==> src/rtl/ppu_vram_arbiter.sv <==
// VRAM port arbiter: shares the BRAM between BG fetcher, sprite fetcher and CPU,
// applies the mode-3 CPU lockout and routes read data back to the issuing requester.
module ppu_vram_arbiter #(
  parameter int          VRAM_AW  = 13,
  parameter logic [7:0]  OPEN_BUS = 8'hFF
) (
  input  logic               clk_in,
  input  logic               rst_n_in,
  input  logic               lcd_ena_in,
  input  logic [1:0]         mode_in,
  input  logic [15:0]        bg_addr_in,
  input  logic               bg_addr_valid_in,
  input  logic               bg_mem_busy_in,
  output logic [7:0]         bg_data_out,
  output logic               bg_data_valid_out,
  input  logic [15:0]        spr_addr_in,
  input  logic               spr_addr_valid_in,
  output logic [7:0]         spr_data_out,
  output logic               spr_data_valid_out,
  input  logic [15:0]        cpu_addr_in,
  input  logic               cpu_rd_in,
  input  logic               cpu_wr_in,
  input  logic [7:0]         cpu_wdata_in,
  output logic [7:0]         cpu_rdata_out,
  output logic               cpu_rdata_valid_out,
  output logic [VRAM_AW-1:0] vram_addr_out,
  output logic               vram_we_out,
  output logic [7:0]         vram_wdata_out,
  input  logic [7:0]         vram_rdata_in,
  output logic [1:0]         owner_out
);

  localparam int NREQ   = 3;
  localparam int STAGES = 2;
  localparam int R_CPU  = 0;
  localparam int R_BG   = 1;
  localparam int R_SPR  = 2;

  typedef enum logic [1:0] {OWN_CPU = 2'd0, OWN_BG = 2'd1, OWN_SPR = 2'd2} owner_e;

  owner_e owner_q;

  // Per-requester tags: a blocked CPU read can ride alongside a granted PPU read.
  logic [NREQ-1:0]              iss_vld, iss_ob;
  logic                         iss_we;
  logic [VRAM_AW-1:0]           iss_addr;
  logic [STAGES:1][NREQ-1:0]    vld_pipe, ob_pipe;
  logic [NREQ-1:0][7:0]         rdata_q;
  logic [NREQ-1:0]              rvld_q;

  function automatic logic in_vram(input logic [15:0] a);
    return a[15:13] == 3'b100;
  endfunction

  always_comb begin
    iss_vld  = '0;
    iss_ob   = '0;
    iss_we   = 1'b0;
    iss_addr = vram_addr_out;
    if (cpu_wr_in && owner_q == OWN_CPU && in_vram(cpu_addr_in)) begin
      iss_we   = 1'b1;
      iss_addr = cpu_addr_in[VRAM_AW-1:0];
    end
    if (cpu_rd_in) begin
      iss_vld[R_CPU] = 1'b1;
      iss_ob[R_CPU]  = cpu_wr_in || owner_q != OWN_CPU || !in_vram(cpu_addr_in);
      if (!iss_ob[R_CPU]) iss_addr = cpu_addr_in[VRAM_AW-1:0];
    end
    if (owner_q == OWN_BG && bg_addr_valid_in) begin
      iss_vld[R_BG] = 1'b1;
      iss_ob[R_BG]  = !in_vram(bg_addr_in);
      if (!iss_ob[R_BG]) iss_addr = bg_addr_in[VRAM_AW-1:0];
    end
    if (owner_q == OWN_SPR && spr_addr_valid_in) begin
      iss_vld[R_SPR] = 1'b1;
      iss_ob[R_SPR]  = !in_vram(spr_addr_in);
      if (!iss_ob[R_SPR]) iss_addr = spr_addr_in[VRAM_AW-1:0];
    end
  end

  always_ff @(posedge clk_in) begin
    if (!rst_n_in) begin
      owner_q        <= OWN_CPU;
      vram_addr_out  <= '0;
      vram_we_out    <= 1'b0;
      vram_wdata_out <= '0;
      vld_pipe       <= '0;
      ob_pipe        <= '0;
    end else begin
      if (!lcd_ena_in || mode_in != 2'd3) begin
        owner_q <= OWN_CPU;
      end else begin
        case (owner_q)
          OWN_CPU: owner_q <= bg_mem_busy_in ? OWN_BG : OWN_SPR;
          OWN_BG:  if (!bg_mem_busy_in && spr_addr_valid_in) owner_q <= OWN_SPR;
          OWN_SPR: if (bg_mem_busy_in) owner_q <= OWN_BG;
          default: owner_q <= OWN_CPU;
        endcase
      end
      vram_addr_out <= iss_addr;
      vram_we_out   <= iss_we;
      if (iss_we) vram_wdata_out <= cpu_wdata_in;
      vld_pipe[1] <= iss_vld;
      ob_pipe[1]  <= iss_ob;
      vld_pipe[2] <= vld_pipe[1];
      ob_pipe[2]  <= ob_pipe[1];
    end
  end

  // Stage 2 lines up with BRAM read data; unselected lanes keep their last byte.
  for (genvar r = 0; r < NREQ; r++) begin : g_ret
    always_ff @(posedge clk_in) begin
      if (!rst_n_in) begin
        rdata_q[r] <= '0;
        rvld_q[r]  <= 1'b0;
      end else begin
        rvld_q[r] <= vld_pipe[2][r];
        if (vld_pipe[2][r]) rdata_q[r] <= ob_pipe[2][r] ? OPEN_BUS : vram_rdata_in;
      end
    end
  end

  assign owner_out           = owner_q;
  assign cpu_rdata_out       = rdata_q[R_CPU];
  assign cpu_rdata_valid_out = rvld_q[R_CPU];
  assign bg_data_out         = rdata_q[R_BG];
  assign bg_data_valid_out   = rvld_q[R_BG];
  assign spr_data_out        = rdata_q[R_SPR];
  assign spr_data_valid_out  = rvld_q[R_SPR];

endmodule

==> config.mk <==
export PLATFORM = sky130hd
export DESIGN_NAME = ppu_vram_arbiter
export DESIGN_NICKNAME = d
export VERILOG_FILES = /design/src/rtl/ppu_vram_arbiter.sv
export SDC_FILE = /design/constraint.sdc
export NUM_CORES = 1
export LEC_CHECK = 0
export ABC_AREA = 1
export BUFFER_PORTS_ARGS = -buffer_cell sky130_fd_sc_hd__buf_2
export CAP_MARGIN = 10
export CORE_MARGIN = 4
export CORE_UTILIZATION = 40
export CTS_CLUSTER_DIAMETER = 200
export CTS_CLUSTER_SIZE = 14
export DETAILED_ROUTE_END_ITERATION = 10
export PLACE_DENSITY = 0.69
export SYNTH_ARGS = -nofsm -noshare
export SYNTH_HDL_FRONTEND = slang
export SYNTH_SLANG_ARGS = --single-unit
export TNS_END_PERCENT = 100
==> constraint.sdc <==
create_clock -name clk_in -period 1.4 [get_ports clk_in]
set_clock_uncertainty 0.05 [all_clocks]
set_input_delay 0.07 -clock clk_in [delete_from_list [all_inputs] [get_ports clk_in]]
set_output_delay 0.07 -clock clk_in [all_outputs]
set_load 0.005 [all_outputs]
==> impl_results.md, run 1 <==
- Netlist cell types: 24
- Initial Util: 0.412
- Area leader, netlist: dfxtp_1
- Final Non-Filler Cells: about 580
- Crit path largest cell delay: ~360 ps
- Path depth of the worst reg2reg path: 5
- Diodes inserted: 0
- Critical Path Fanout Max: 9
- CP Depth: 5
- Synth-to-Final Area Change: 54.7%
- Critical path's top delay family: flip-flops
- WHS: around 16 ps
- DR iter-0 viols: 47
- First-pass GRT wire length: around 12 mm
- H-tree depth: 3
- Antenna violations before repair: 0
- # DRC: 0
- Worst Path Buf+Inv: 1
- Synthesized flop and latch total: 63
- Die area: between 7000 and 8000 µm²
- PwrDens: 1070 nW/µm²
- Cell count after synthesis: between 300 and 400
- Synthesized area: between 2000 and 3000 µm²
- Nature of the critical path startpoint: flip-flop
- Clock Power Share: 0.460
- Final RePlAce weighted congestion: just over 0.8
- Clk buf depth: 2
- Critical path class: reg2reg
- Largest net degree at the start of global routing: 48
- Via count: roughly 2800
- Post-synth top area share: 0.485
- WL/cell: 13.2 µm
- Relative slew margins: 0.736
- Max_cap viols: 0
- Worst hold path type: in2reg
- Clk sink count: 63
- Fraction of registers with async set or reset after synthesis: 0
- CTS tree: built
- Top cells by area, synth: dfxtp_1 (49%), a21oi_1 (9.0%), inv_1 (7.4%)
- Final worst path period share: 0.902
- Int Pwr: approximately 0.0034 W
- Critical R2R Launch: owner_out[0]
- Prevailing post-synth register cell: dfxtp_1
- Crit path time final: between 1000 and 1500 ps
- Critical path launch point: owner_out[0]
- CORE AREA: ~6300 µm²
- Setup_tns: 0 ps
- DP HPWL: roughly 5.1 mm
- Layout cell share with drive strength beyond 1: 0.341
- Routed Antenna Nets: 0
- Worst setup EP type: flip-flop
- Final Instance Area: ~4000 µm²
- Clock-pin slew on the worst setup and hold paths: about 70 ps
- Die W: approximately 90 µm
- Critical path's slowest cell: dfxtp_2
- EDFF count, synth: 0
- Flop pwr share: 0.433
- Row count: 29
- Final setup vio count: 0
- Avg Synthesized Cell Area: just under 8 µm²
- RSZ-0062 raised after global routing: no
- GRT Overall Usage: 0.202
- Final nets: around 570
- Status: complete, no violations
- Port Buffers: 124
- Vias in the first global route: 2798
- Power, Total: 0.00431 W
- Die height: just under 90 µm
- VDD IR max: between 700 and 800 µV
- Clk_lat worst skew: approximately 340 ps
- IO Pins: 125
- Dpl cells: 520
- Cell depth of the worst min-delay path: 3
- Vias per cell: between 4 and 5
- Drt first pass iters: 5
- Net load switching power: between 0.0009 and 0.001 W
- Fraction of power spent switching nets: 0.218
- Register area share after synthesis: 0.485
- CTS root buf: clkbuf_8
- Worst-Margin Slew: 395 ps
- Crit path DAT: 1450 ps
- Placed Area: roughly 3300 µm²
- Leakage: between 2 and 2.5 nW
- Synth warn: 0
- Fin. Hold Viols: 0
- Critical Path RT: 1580 ps
- Max Freq: about 800 MHz
- Routed wire length: 7.71 mm
- Synthesized Nets: approximately 400
- Filler cells: ~540
- Clock buffer count from CTS: 9
- Crit path cell chain: nor2_4 -> buf_4 -> o2111ai_1 -> nand3_1 -> a21oi_1
- Global route total overflow: 0
- Combinational share of power: 0.107
- HP Start: cpu_addr_in[14]
- Final Max Slew Viols: 0
[registers in the layout, summed over array words and instances (netlist names), 2 cells and up]
name            cells
vram_wdata_out      8
spr_data_out        8
cpu_rdata_out       8
bg_data_out         8
owner_out           2
vram_addr_out      13
vld_pipe            6
ob_pipe             6
[layer usage]
| metal | part of all wire | global-route usage | routed length (µm) | vias to the layer above |
|---|---|---|---|---|
| li1 | - | - | - | 1430 |
| met1 | 0.41 | 0.229 | 3140 | 1240 |
| met2 | 0.48 | 0.340 | 3700 | 124 |
| met3 | 0.077 | 0.0540 | 590 | 27 |
| met4 | 0.036 | 0.113 | 275 | 0 |
| met5 | 0 | 0 | 0 | - |
[layout make-up]
class / count / area (µm²) / area share
flip-flops and latches: 63 / 1260 / 0.314
repair buffers: 181 / 1170 / 0.292
multi-input cells: 190 / 1020 / 0.254
inverters: 55 / 211 / 0.0526
clock buffers: 11 / 151 / 0.0376
clock inverters: 5 / 104 / 0.0258
well taps: 77 / 96.3 / 0.0240
[cell usage after synthesis (4+ instances only)]
master / instances
o21ai_0: 35
inv_1: 51
nand3_1: 14
inv_2: 4
o21ai_1: 7
nand2_1: 27
dfxtp_1: 63
buf_6: 5
nor2_4: 4
nor2_1: 28
a21oi_1: 47
o2111ai_1: 13
clkbuf_1: 8
[worst reg2reg max path, cell delays in order, from the launching register on]
cell       delay [ps]
dfxtp_2           360
nor2_4            240
buf_4             210
o2111ai_1         130
nand3_1           110
a21oi_1            60
[timing repair]
item	4_1_cts	5_1_grt
buffers inserted	0	1
setup endpoints to repair	0	15
hold buffers	45	0
endpoints found under the hold margin	48	0
gates resized for setup	0	6
[stage by stage]
stage / util / worst slack, ps
2_1_floorplan: - / 147
3_3_place_gp: 0.522 / 153
3_5_place_dp: 0.522 / 83.5
4_1_cts: 0.634 / 68.6
5_1_grt: 0.637 / 46.2
6_report: 0.637 / 137
[cells by family (layout without fill, tap and decap cells)]
family	count (synthesis)	count (layout)	synth area share
AOI/OAI and AO/OA	110	110	0.246
and+or+nand+nor	80	80	0.144
buffers and inverters	74	252	0.125
DFF	63	63	0.485
[worst paths after layout]
| path | to | slack [ps] |
|---|---|---|
| max | vram_addr_out[3] | 140 |
| min | ob_pipe[0] | 20 |
| max reg2reg | vram_addr_out[3] | 140 |
| min reg2reg | ob_pipe[5] | 360 |
[power by group through the flow]
stage	registers, W	logic [W]	clock network, W
3_3_place_gp	0.00191	0.000352	0
6_report	0.00187	0.000461	0.00198
3_5_place_dp	0.00191	0.000354	0
5_1_grt	0.00187	0.000515	0.00208
4_1_cts	0.00187	0.000452	0.00201
2_1_floorplan	0.00191	0.000168	0
[cell usage in the layout (no fill, tap or decap), drive strengths merged]
cell type / synthesis / routed
bufinv: 0 / 3
a21oi: 50 / 50
o211ai: 2 / 2
o21ai: 45 / 45
dfxtp: 63 / 63
nor2: 32 / 32
buf: 10 / 136
nor3: 2 / 2
nand3: 17 / 17
o2111ai: 13 / 13
clkbuf: 9 / 11
nand2: 27 / 27
and2: 2 / 2
dlygate4sd3: 0 / 45
clkinv: 0 / 2
inv: 55 / 55
Power figures use the tool's default switching activity.
==> run 2, diff against run 1 <==
Settings changed: BUFFER_PORTS_ARGS -buffer_cell sky130_fd_sc_hd__buf_2 to -buffer_cell sky130_fd_sc_hd__buf_4.
==> impl_results.md, run 2 (synthesized netlist as in run 1, its figures left out) <==
- Status: complete, no violations
- Final nets: 572 (-0.35%)
- Global route total overflow: 0 (unchanged)
- Placed Area: 3600 µm² (+9.2%)
- VDD IR max: 612 µV (-20%)
- Vias per cell: 4.91 (+1.3%)
- Synth-to-Final Area Change: 64.3%
- Commonest non-fill, non-tap cell in the layout: buf_4
- Setup crit end: vram_wdata_out[1]
- IO Pins: 125 (unchanged)
- Worst setup EP type: flip-flop
- Final setup vio count: 0 (unchanged)
- Critical Path RT: 1580 ps (about the same)
- DP HPWL: 5.38 mm (+4.8%)
- DR iter-0 viols: 72 (+53%)
- Vias in the first global route: 2884 (+3.1%)
- Critical path class: reg2reg
- Routed wire length: 7.88 mm (+2.2%)
- Most frequent cells in the layout: buf_4 (132), dfxtp_1 (61), inv_1 (51)
- Die area: 7850 µm² (unchanged)
- Biggest register: vram_addr_out
- Max reg flops: 13 (unchanged)
- Clk sink count: 63 (unchanged)
- R2R Setup Slk: 130 ps (about the same)
- CTS tree: built
- Row count: 29 (unchanged)
- Fin. Hold Viols: 0 (unchanged)
- Max_cap viols: 0 (unchanged)
- WL/cell: 13.6 µm (+2.6%)
- Final Instance Area: 4270 µm² (+6.2%)
- Initial Util: 0.412 (unchanged)
- Routed Antenna Nets: 0 (unchanged)
- Drt first pass iters: 4 (-1)
- Largest net degree at the start of global routing: 32 (-33%)
- Worst r2r dst: vram_wdata_out[1]
- # DRC: 0 (unchanged)
- Leakage: 2.07 nW (+1.1%)
- Die W: 88.6 µm (unchanged)
- Via count: 2848 (+0.96%)
- Worst hold path type: in2reg
- Relative slew margins: 0.716 (-0.0198)
- Crit path time final: 1270 ps (+4.69 ps)
- Critical Path Fanout Max: 10 (+1)
- Critical R2R Launch: owner_out[1]
- Dpl ws: 96.3 ps (+12.8 ps)
- Antenna violations before repair: 0 (unchanged)
- CORE AREA: 6310 µm² (unchanged)
- First-pass GRT wire length: 12.6 mm (+2.0%)
- Setup_tns: 0 ps (unchanged)
- Crit path cell chain: nor2_4 -> nand3_2 -> o21ai_0 -> nor2_1
- Nature of the critical path startpoint: flip-flop
- H-tree depth: 3 (unchanged)
- GRT Overall Usage: 0.206 (+0.00409)
- Final Util: 0.677 (+0.0394)
- Path depth of the worst reg2reg path: 4 (-1)
- Filler cells: 536 (-1.1%)
- Critical path launch point: owner_out[1]
- Crit path DAT: 1450 ps (about the same)
- Die height: 88.6 µm (unchanged)
- Final RePlAce weighted congestion: 0.803 (-0.47%)
- Clock-pin slew on the worst setup and hold paths: 70 ps (about the same)
- Port Buffers: 124 (unchanged)
- Clk buf depth: 2 (unchanged)
- Final worst path period share: 0.905 (+0.00335)
- Fin worst setup slack: 133 ps (-4.69 ps)
- CTS root buf: clkbuf_8
- Post-CTS Setup Bufs: 0 (unchanged)
- Clock buffer count from CTS: 9 (unchanged)
- Diodes inserted: 0 (unchanged)
- Critical path's slowest cell: dfxtp_2
- PwrDens: 960 nW/µm² (-10%)
- Max Freq: 789 MHz (-0.37%)
- RSZ-0062 raised after global routing: no
- Worst-Margin Slew: 424 ps (+29.5 ps)
- Final Max Slew Viols: 0 (unchanged)
- Clk_lat worst skew: 330 ps (about the same)
- Layout cell share with drive strength beyond 1: 0.336 (-0.00461)
- Crit path largest cell delay: 370 ps (about the same)
==> run 2: cell count changes in the layout (fill, tap and decap cells not counted), sizes merged <==
| cell | before | now |
|---|---|---|
| buf | 136 | 134 |
| clkinvlp | 0 | 2 |
| bufinv | 3 | 2 |
| clkbuf | 11 | 10 |
==> run 2: through the flow <==
step	total power, W	hold WS [ps]	cells
after floorplan	0.00208	99.3	327
after global placement	0.00234	199	519
after detailed placement	0.00235	200	519
after CTS	0.00413	5.54	580
after global routing	0.00426	16.2	580
final	0.00410	18.0	580
==> run 2: layout make-up <==
type / count / area (µm²) / area share
repair buffers: 179 / 1470 / 0.345
multi-input cells: 190 / 1010 / 0.238
clock inverters: 6 / 85.1 / 0.0199
well taps: 77 / 96.3 / 0.0226
flip-flops and latches: 63 / 1260 / 0.296
inverters: 55 / 211 / 0.0495
clock buffers: 10 / 128 / 0.0299
==> run 2: how the worst min path moves through the flow <==
stage                     from           end  slack [ps]  depth (start not counted)
6_report       cpu_addr_in[14]    ob_pipe[0]          20                          3
5_1_grt              cpu_rd_in   vld_pipe[0]          20                          3
4_1_cts        cpu_addr_in[14]    ob_pipe[0]           6                          3
3_5_place_dp    bg_mem_busy_in  owner_out[1]         200                          2
3_3_place_gp    bg_mem_busy_in  owner_out[1]         200                          2
2_1_floorplan   bg_mem_busy_in  owner_out[1]         100                          1
==> run 2: timing repair <==
| item | 4_1_cts | 5_1_grt |
|---|---|---|
| endpoints found under the setup margin | 0 | 14 |
| hold endpoints to repair | 47 | 0 |
| hold buffers | 45 | 0 |
| gates resized for setup | 0 | 6 |
==> run 2: worst max-delay path, delay by kind of cell (launching register included) <==
family             cells  cell delay (ps)
DFF                    1              370
and+or+nand+nor        3              510
AOI/OAI and AO/OA      1              230
==> run 2: where the power goes <==
part           internal, W  switching (W)  leakage (nW)
clock             0.000996       0.000693         0.102
combinational     0.000328       0.000214          1.45
sequential         0.00184      0.0000287         0.512
total              0.00316       0.000936          2.07
==> run 2: layer usage <==
| metal | GRT usage | routed length [µm] |
|---|---|---|
| met1 | 0.235 | 3190 |
| met2 | 0.350 | 3810 |
| met3 | 0.0540 | 671 |
| met4 | 0.107 | 214 |
| met5 | 0 | 0 |
==> run 3, diff against run 2 <==
Settings changed: CORE_UTILIZATION 40 to 30, PLACE_DENSITY 0.69 to 0.54.
==> impl_results.md, run 3 (synthesized netlist as in run 1, its figures left out) <==
- DP HPWL: 5.83 mm (+8.5%)
- Commonest non-fill, non-tap cell in the layout: buf_4
- HP Start: cpu_rd_in
- Layout cell share with drive strength beyond 1: 0.345 (+0.00911)
- PwrDens: 975 nW/µm² (+1.6%)
- Final setup vio count: 0 (unchanged)
- Routed wire length: 8.56 mm (+8.6%)
- Crit path DAT: 1480 ps (+30 ps)
- VDD IR max: 553 µV (-9.7%)
- Vias in the first global route: 2838 (-1.6%)
- R2R Setup Slk: 150 ps (+20 ps)
- Initial Util: 0.312 (-0.100)
- Relative slew margins: 0.757 (+0.0414)
- Crit path time final: 1260 ps (-6.46 ps)
- Clock buffer count from CTS: 9 (unchanged)
- Hold Path End: vld_pipe[0]
- # DRC: 0 (unchanged)
- Crit path largest cell delay: 540 ps (+170 ps)
- Diodes inserted: 0 (unchanged)
- Most frequent cells in the layout: buf_4 (136), dfxtp_1 (61), inv_1 (51)
- Clk sink count: 63 (unchanged)
- H-tree depth: 3 (unchanged)
- Worst hold path type: in2reg
- Routed Antenna Nets: 0 (unchanged)
- Critical path's slowest cell: dlygate4sd3_1
- Worst setup EP type: flip-flop
- IO Pins: 125 (unchanged)
- Worst r2r dst: vram_addr_out[12]
- Final RePlAce weighted congestion: 0.837 (+4.2%)
- Worst Path Buf+Inv: 3 (+3)
- Critical path's top delay family: buffers and inverters
- WHS: 55.3 ps (+37.3 ps)
- WL/cell: 13.9 µm (+2.4%)
- Die area: 10200 µm² (+30%)
- Leakage: 2.13 nW (+2.9%)
- Worst-Margin Slew: 363 ps (-61.1 ps)
- CTS tree: built
- Max_cap viols: 0 (unchanged)
- Row count: 33 (+14%)
- CORE AREA: 8340 µm² (+32%)
- Critical Path RT: 1620 ps (+40 ps)
- Status: complete, no violations
- CTS root buf: clkbuf_8
- Path depth of the worst reg2reg path: 5 (+1)
- Die height: 101 µm (+14%)
- Biggest register: vram_addr_out
- Critical R2R Launch: owner_out[1]
- Drt first pass iters: 4 (unchanged)
- Global route total overflow: 0 (unchanged)
- Die W: 101 µm (+14%)
- Critical path class: in2reg
- RSZ-0062 raised after global routing: no
- Port Buffers: 124 (unchanged)
- Crit path cell chain: dlygate4sd3_1 -> buf_4 -> nor2_4 -> buf_12 -> o211ai_2 -> nand2_1 -> nand3_1 -> a21oi_2
- Via count: 2848 (unchanged)
- Fin. Hold Viols: 0 (unchanged)
- Clock-pin slew on the worst setup and hold paths: 70 ps (about the same)
- Max Freq: 793 MHz (+0.51%)
- Synth-to-Final Area Change: 69.7%
- Final Max Slew Viols: 0 (unchanged)
- Critical path launch point: cpu_addr_in[14]
- DR iter-0 viols: 98 (+36%)
- Max reg flops: 13 (unchanged)
- Critical Path Fanout Max: 6 (-4)
- GRT Overall Usage: 0.169 (-0.0362)
- Final nets: 579 (+1.2%)
- Nature of the critical path startpoint: input port
- Antenna violations before repair: 0 (unchanged)
- First-pass GRT wire length: 13.7 mm (+9.1%)
- Largest net degree at the start of global routing: 33 (+3.1%)
- Final worst path period share: 0.901 (-0.00461)
- Vias per cell: 4.63 (-5.7%)
- Clk buf depth: 2 (unchanged)
- Setup_tns: 0 ps (unchanged)
- Clk_lat worst skew: 330 ps (about the same)
- Cell depth of the worst min-delay path: 3 (unchanged)
## run 3: worst max path at each step
stage                                   end  slack, ps  cells past startpoint
after floorplan           vram_addr_out[12]        150                      6
after global placement    vram_addr_out[10]        140                      6
after detailed placement  vram_addr_out[10]         70                      5
after CTS                 vram_addr_out[10]         50                      5
after global routing       vram_addr_out[9]         50                      5
final                      vram_addr_out[2]        140                      8
## run 3: where the power goes
group | total [W] | switching, W | internal (W)
sequential | 0.00187 | 0.0000280 | 0.00184
clock | 0.00187 | 0.000720 | 0.00115
combinational | 0.000562 | 0.000225 | 0.000337
## run 3: cell type report
class                   instances  area, µm²
clock inverters                 4       76.3
fillers                       778       3930
clock buffers                  12        165
multi-input cells             191       1030
well taps                     105        131
inverters                      55        209
flip-flops and latches         63       1260
repair buffers                185       1530
## run 3: routing by layer
| layer | routed length [µm] | share of wire | GRT usage | up-vias |
|---|---|---|---|---|
| li1 | - | - | - | 1435 |
| met1 | 3650 | 0.43 | 0.202 | 1279 |
| met2 | 4120 | 0.48 | 0.296 | 120 |
| met3 | 648 | 0.076 | 0.0360 | 14 |
| met4 | 140 | 0.016 | 0.0644 | 0 |
| met5 | 0 | 0 | 0 | - |
## run 3: stage by stage
stage	std cells	total power (W)	util	setup WS, ps	cell area, µm²
2_1_floorplan	327	0.00208	-	147	2600
3_3_place_gp	551	0.00235	0.439	141	3660
3_5_place_dp	551	0.00235	0.439	73.1	3660
4_1_cts	613	0.00433	0.523	53.3	4360
5_1_grt	615	0.00449	0.529	45.9	4410
6_report	615	0.00430	0.529	139	4410
## run 3: worst reg2reg max path: cells and delay by family (launching register included)
family	cells	cell delay (ps)
AOI/OAI and AO/OA	2	190
buffers and inverters	1	210
and+or+nand+nor	2	340
DFF	1	360
## run 3: what timing repair did
| action | 4_1_cts | 5_1_grt |
|---|---|---|
| buffers inserted | 0 | 1 |
| endpoints found under the setup margin | 0 | 15 |
| resized for setup | 0 | 6 |
| hold buffers | 46 | 0 |
| endpoints found under the hold margin | 49 | 0 |
